==> config.mk <==
export PLATFORM = sky130hd
export DESIGN_NAME = binary_counter
export DESIGN_NICKNAME = d
export VERILOG_FILES = /design/src/rtl/binary_counter.sv
export SDC_FILE = /design/constraint.sdc
export NUM_CORES = 1
export LEC_CHECK = 0
export BUFFER_PORTS_ARGS = -buffer_cell sky130_fd_sc_hd__buf_2
export CORE_ASPECT_RATIO = 0.8
export CORE_UTILIZATION = 45
export DETAILED_ROUTE_END_ITERATION = 10
export PLACE_DENSITY = 0.89
export REMOVE_ABC_BUFFERS = 1
export SYNTH_ARGS = -nofsm -noshare
export SYNTH_HDL_FRONTEND = slang
export SYNTH_SLANG_ARGS = --single-unit
==> constraint.sdc <==
create_clock -name clock -period 2.4 [get_ports clock]
set_clock_uncertainty 0.05 [all_clocks]
set_input_delay 0.36 -clock clock [delete_from_list [all_inputs] [get_ports clock]]
set_output_delay 0.36 -clock clock [all_outputs]
set_load 0.02 [all_outputs]
==> src/rtl/binary_counter.sv <==
// 6-bit programmable up/down counter with clear, load, hold, selectable step
// and wrap-or-saturate mode; result pulses for one cycle on over/underflow.
module binary_counter (
    input  logic        clock,
    input  logic        reset,
    input  logic        x,
    input  logic        y,
    input  logic        a,
    input  logic        c,
    input  logic        d,
    input  logic        g,
    input  logic        f,
    input  logic [31:0] b,
    output logic [5:0]  count,
    output logic        result
);

    logic        [5:0] step_p0;
    logic signed [7:0] sum_p0;
    logic        [5:0] cnt_nxt_p0;
    logic              res_nxt_p0;
    logic              unused_b;

    assign unused_b = ^{b[31:22], b[15:6]};

    function automatic logic out_of_range(input logic signed [7:0] v);
        return (v < 8'sd0) || (v > 8'sd63);
    endfunction

    // Wrap keeps the low six bits; saturate pins to the limit in the count direction.
    function automatic logic [5:0] wrap_or_sat(input logic signed [7:0] v,
                                               input logic up,
                                               input logic sat);
        logic [5:0] r;
        if (!out_of_range(v))
            r = v[5:0];
        else if (sat)
            r = up ? 6'd63 : 6'd0;
        else
            r = v[5:0];
        return r;
    endfunction

    // Stage 0: step selection, extended-range arithmetic and priority decode
    always_comb begin
        step_p0 = d ? b[21:16] : 6'd1;
        if (y)
            sum_p0 = $signed({2'b00, count}) + $signed({2'b00, step_p0});
        else
            sum_p0 = $signed({2'b00, count}) - $signed({2'b00, step_p0});

        cnt_nxt_p0 = count;
        res_nxt_p0 = 1'b0;
        if (c) begin
            cnt_nxt_p0 = 6'd0;
        end else if (a) begin
            cnt_nxt_p0 = b[5:0];
        end else if (g) begin
            cnt_nxt_p0 = count;
        end else if (x) begin
            cnt_nxt_p0 = wrap_or_sat(sum_p0, y, f);
            res_nxt_p0 = out_of_range(sum_p0);
        end
    end

    // Stage 1: registered count and over/underflow pulse
    always_ff @(posedge clock or negedge reset) begin
        if (!reset) begin
            count  <= 6'd0;
            result <= 1'b0;
        end else begin
            count  <= cnt_nxt_p0;
            result <= res_nxt_p0;
        end
    end

endmodule

[After elaboration in Yosys (flattened, before gate mapping)]
Cells that the tools add are included.
Operators by class
  $add $sub $neg: 2
  $lt $le $gt $ge: 2
  equality and inequality tests: 1
  muxes and demuxes: 13
  reduce and logical (&&, ||, !) cells: 3
Operator list (number)
  $mux W6: 8
  $gt A8 B7 Y1 const B: 1
  $lt A8 B1 Y1 const B: 1
  $mux W8: 1
  $add A6 B6 Y7: 1
  $sub A6 B6 Y7: 1
  $mux W1: 4
  $ne A3 B3 Y1 const B: 1
  $reduce_bool A3 Y1: 1
  $reduce_and A2 Y1: 1
  $logic_or A1 B1 Y1: 1
Word-level totals
  register bits: 7
  output and inout port bits: 7
  word-level logic and storage cells: 23

[Logic depth before layout (Yosys ltp)]
  word-level depth: 10
  gate-level depth with buffers: 10
  mapped depth without buffers: 10

[Worst setup path after synthesis]
No wires, ideal clock.
  kind: flip-flop to flip-flop
  start: register count[0]
  end: register count[3]
  setup time: 126 ps
  arrival: 2110 ps
  required time: 2224 ps
  path slack: 114 ps
  stages on the path, launching flop included: 10
  clock period less this slack: 2286 ps
  path through: dfrtp_1 > inv_1 > ha_1 > inv_1 > fa_1 > nand3_1 > a21oi_2 > a2111oi_4 > a2111oi_1 > a221o_1
On the way
  word-level cells in the longest chain between the ends: 9
RTL lines
  start: declaration: RTL line 14  | output logic [5:0] count,
  start signal: assignment: RTL line 72  | count <= cnt_nxt_p0;
  $sub A6 B6 Y7 or $add A6 B6 Y7 (tied branches): RTL line 50, 48
  $mux W8 (*): RTL line 47  | if (y)
  $lt A8 B1 Y1 or $gt A8 B7 Y1 (tied branches): RTL line 27  | return (v < 8'sd0) || (v > 8'sd63);
  $logic_or A1 B1 Y1: RTL line 27
  $mux W6 (*): RTL line 35  | if (!out_of_range(v))
  $mux W6 (*): RTL line 60  | end else if (x) begin
  $mux W6 (*): RTL line 58  | end else if (g) begin
  $mux W6 (*): RTL line 56  | end else if (a) begin
  $mux W6 (*): RTL line 54  | if (c) begin
Mark *: on every way between the ends. The rest lies on a longest branch, timed or not. The select of a mux whose other input is x is not followed.
A chain may end at the register's enable or synchronous reset.

[Final worst setup path]
  start: register count[0]
  end: register count[5]
The elaborated chain is that of the path after synthesis.

==> out/results.tsv <==
stage	metric	value	unit
run_status	outcome	complete, no violations	
grt	grtUsageMet1	30.18	%
final_layout	nNetsFinal	204	
final_layout	layout-drive-gt1-share	29.93	%
clock_network	clock_tree.htree_level_count	1	
place	port-buffer-count	27	
grt	grt_first_pass_wirelength	3.912	mm
final_layout	num-fill-cells	188	
routing	drt_wl_total	2.294	mm
place	globalplace.congestion	0.8583	
critical_path	critPathKind	reg2reg	
power_and_ir_drop	vdd_drop_max	0.3934	mV
synth	synth-edff-count	0	
synth	yosysMostFrequentCell	sky130_fd_sc_hd__nand2_1	
synth	synth_cells	113	
routing	remaining_drc_errors	0	
clock_network	worst_skew_pair.late_latency	0.26	ns
die	placement_rows	14	
synth	synth_commonest_cells	sky130_fd_sc_hd__nand2_1, sky130_fd_sc_hd__ha_1, sky130_fd_sc_hd__inv_1, sky130_fd_sc_hd__a21oi_1, sky130_fd_sc_hd__nor2_1	
sta	timing.final.ws_setup	0.1693	ns
synth	netlist.area_leader.share	18.72	%
worst_hold_path	class_of_the_tightest_hold_or_removal_check	in2reg	
synth	muxShareOfSynthArea	1.070	%
synth	synth_area	935.9	µm²
power_and_ir_drop	p_leak	0.6033	nW
final_layout	multi_input_area	732.0	µm²
die	initial_cell_density_of_the_core	48.57	%
synth	ys.warnings.count	0	
worst_hold_path	worstHoldPathCells	2	
grt	met3_track_utilization_from_global_routing	2.509	%
critical_path	crit_chain	ha_1, fa_1, a221oi_2, o41ai_2, o21a_1, o31ai_1	
clock_network	cts_inserted_buffers	3	
critical_path	worstPathBufferInverterCount	0	
critical_path	worst-r2r-cell-count	6	
synth	synthXorXnorAreaFrac	4.679	%
synth	post_synthesis_simple_gate_area_fraction	18.32	%
sta	unrepaired_setup_endpoints_after_global_routing	no	
routing	drt-pass1-iter-count	4	
sta	finalCritPeriodShare	92.95	%
synth	synth_adder_area_share	21.66	%
final_layout	area_growth	25.80	%
critical_path	cpMaxStageDelayCell	sky130_fd_sc_hd__fa_1	
power_and_ir_drop	power_density	495.1	nW/µm²
power_and_ir_drop	report.power.total	0.5829	mW
clock_network	tritoncts_clock_tree	done	
critical_path	worstSetupEndpointType	flop	
die	design.die.area	2267	µm²
critical_path	cp_required	2.51	ns
sta	clock.fmax	448.3	MHz
synth	synth.top_cells.by_area	sky130_fd_sc_hd__dfrtp_1, sky130_fd_sc_hd__ha_1, sky130_fd_sc_hd__nand2_1	
synth	synth_top_family_by_area	compound AO/OA/AOI/OAI gates	
place	place_ws	-0.04864	ns
critical_path	cell_family_contributing_the_most_delay_on_the_critical_path	compound AO/OA/AOI/OAI gates	
grt	via_count_of_the_first_global_routing_pass	953	
grt	antenna_violations_before_repair	0	
final_layout	antenna_cells	0	
grt	top_usage_layer	met2	
sta	worst_slew_margin_rel	61.92	%
grt	globalRoute.totalOverflow	0	
synth	synth_compound_gate_area_share	30.61	%
routing	vias_post_dr	965	
grt	total_routing_resource_utilization_after_global_routing	23.26	%
sta	setup_viol_count_final	0	
sta	period_needed	2.231	ns
sta	worst_slew_pin_tran	0.5650	ns
synth	avgSynthCellArea	8.282	µm²
clock_network	clk_transition_reported_paths	0.06	ns
grt	grt.met2_usage	39.24	%
clock_network	cts.path.max_buffers	2	
critical_path	crit_path_max_incr_delay	0.42	ns
sta	timing.final.hold_violations	0	
routing	wl_per_cell	13.42	µm
die	die-height	42.79	µm
synth	synth_top_cell_by_area	sky130_fd_sc_hd__dfrtp_1	
critical_path	setup.worst_path.start_class	flop	
synth	postSynthRegisterBits	7	
synth	synth_ff_type	sky130_fd_sc_hd__dfrtp_1	
critical_path	worst-path-max-fanout	6	
clock_network	cts_root_buffer	sky130_fd_sc_hd__clkbuf_4	
die	io_pins	48	
routing	ant_nets	0	
critical_path	timing.critical_path.depth	6	
synth	postSynth.asyncResetShare	100.0	%
synth	synth_sequential_area_ratio	18.72	%
final_layout	final-seq-area	175.2	µm²
critical_path	cp_data_arrival_time	2.34	ns
routing	drt-vias-per-instance	5.643	
die	core-area	1927	µm²
routing	drtIter0Drc	19	
clock_network	numClockSinks	7	
sta	final_max_slew_viol_count	0	
grt	grt_max_degree	13	
synth	synth_cell_type_count	36	
run	timing.max_cap.violations	0	
die	die_width	52.99	µm
place	post-dp-hpwl	1.904	mm
final cells by class:
type                       count  area share [%]
multi-input combinational     94           62.17
sequential                     7           14.88
timing repair buffer          32           14.88
inverter                      10           3.188
tap                           24           2.550
clock buffer                   3           1.913
clock inverter                 1          0.4251
per-layer routing:
metal / up-vias / part of all wire (%) / wire [µm]
met5: - / 0 / 0
met4: 0 / 2.4 / 56
met3: 6 / 3.7 / 84
met2: 30 / 48 / 1092
met1: 458 / 46 / 1061
li1: 471 / - / -
cells in the final DEF, fill, tap and decap left out, drive strengths merged:
cell type	count
dfrtp	7
a221o	1
o21a	1
o211ai	1
nand4	1
nor2	8
a221oi	1
nor2b	3
o41ai	1
o21ai	10
o31ai	1
buf	31
dlygate4sd3	1
a31oi	1
a21oi	11
mux2i	1
clkbuf	3
inv	10
fa	2
clkinv	1
xor2	1
ha	13
a2bb2oi	3
xnor2	4
and2	1
nand3	2
a2111oi	2
nor4	1
a211o	1
a311oi	1
nand2b	4
nand2	15
nor3b	1
a21o	2
stage by stage:
step | instances | TNS [ns] | utilization (%) | hold WS [ns] | instance area [µm²]
after detailed placement | 165 | -0.1720 | 57.86 | 0.1556 | 1115
after global routing | 171 | 0 | 61.10 | 0.3064 | 1177
after global placement | 165 | -0.002993 | 57.86 | 0.1542 | 1115
final | 171 | 0 | 61.10 | 0.3022 | 1177
after floorplan | 111 | 0 | - | 0.01441 | 927.1
after CTS | 170 | 0 | 59.81 | 0.3044 | 1152
sequential cells by signal (all words and copies together), names as in the netlist:
name,flops
count,6
result,1
where the power goes:
| group | switching, mW | leakage, nW | internal, mW | total (mW) |
|---|---|---|---|---|
| clock | 0.0499 | 0.0177 | 0.0612 | 0.111 |
| combinational | 0.181 | 0.494 | 0.139 | 0.320 |
| sequential | 0.0199 | 0.0913 | 0.132 | 0.152 |
| total | 0.251 | 0.603 | 0.332 | 0.583 |
worst reg2reg max path: cells and delay by family, from the launching register on:
family	cells	cell delay, ns
adder cells (fa/ha/maj)	2	0.66
flip-flops	1	0.40
AO/OA/AOI/OAI	4	1.01
what timing repair did:
| action | CTS | global route |
|---|---|---|
| resized for setup | 0 | 3 |
| setup endpoints to repair | 0 | 6 |
| endpoints found under the hold margin | 7 | 0 |
| buffers inserted | 0 | 1 |
| hold buffers | 1 | 0 |
path summary, 6_finish.rpt:
kind | startpoint | to | slack [ns]
max | count[0] | count[5] | 0.17
min | b[1] | count[1] | 0.30
max in group asynchronous | reset | count[4] | 1.71
min reg2reg | count[4] | count[4] | 0.52
min in group asynchronous | reset | count[3] | 0.41
max reg2reg | count[0] | count[5] | 0.17
cell families (layout without fill, tap and decap cells):
group,Yosys count,count (layout)
AOI/OAI and AO/OA,37,37
xor gates and xnor gates,5,5
muxes,1,1
DFF,7,7
buffers and inverters,12,46
adders and majority gates,15,15
and+or+nand+nor,36,36
(Power assumes the default switching activity.)
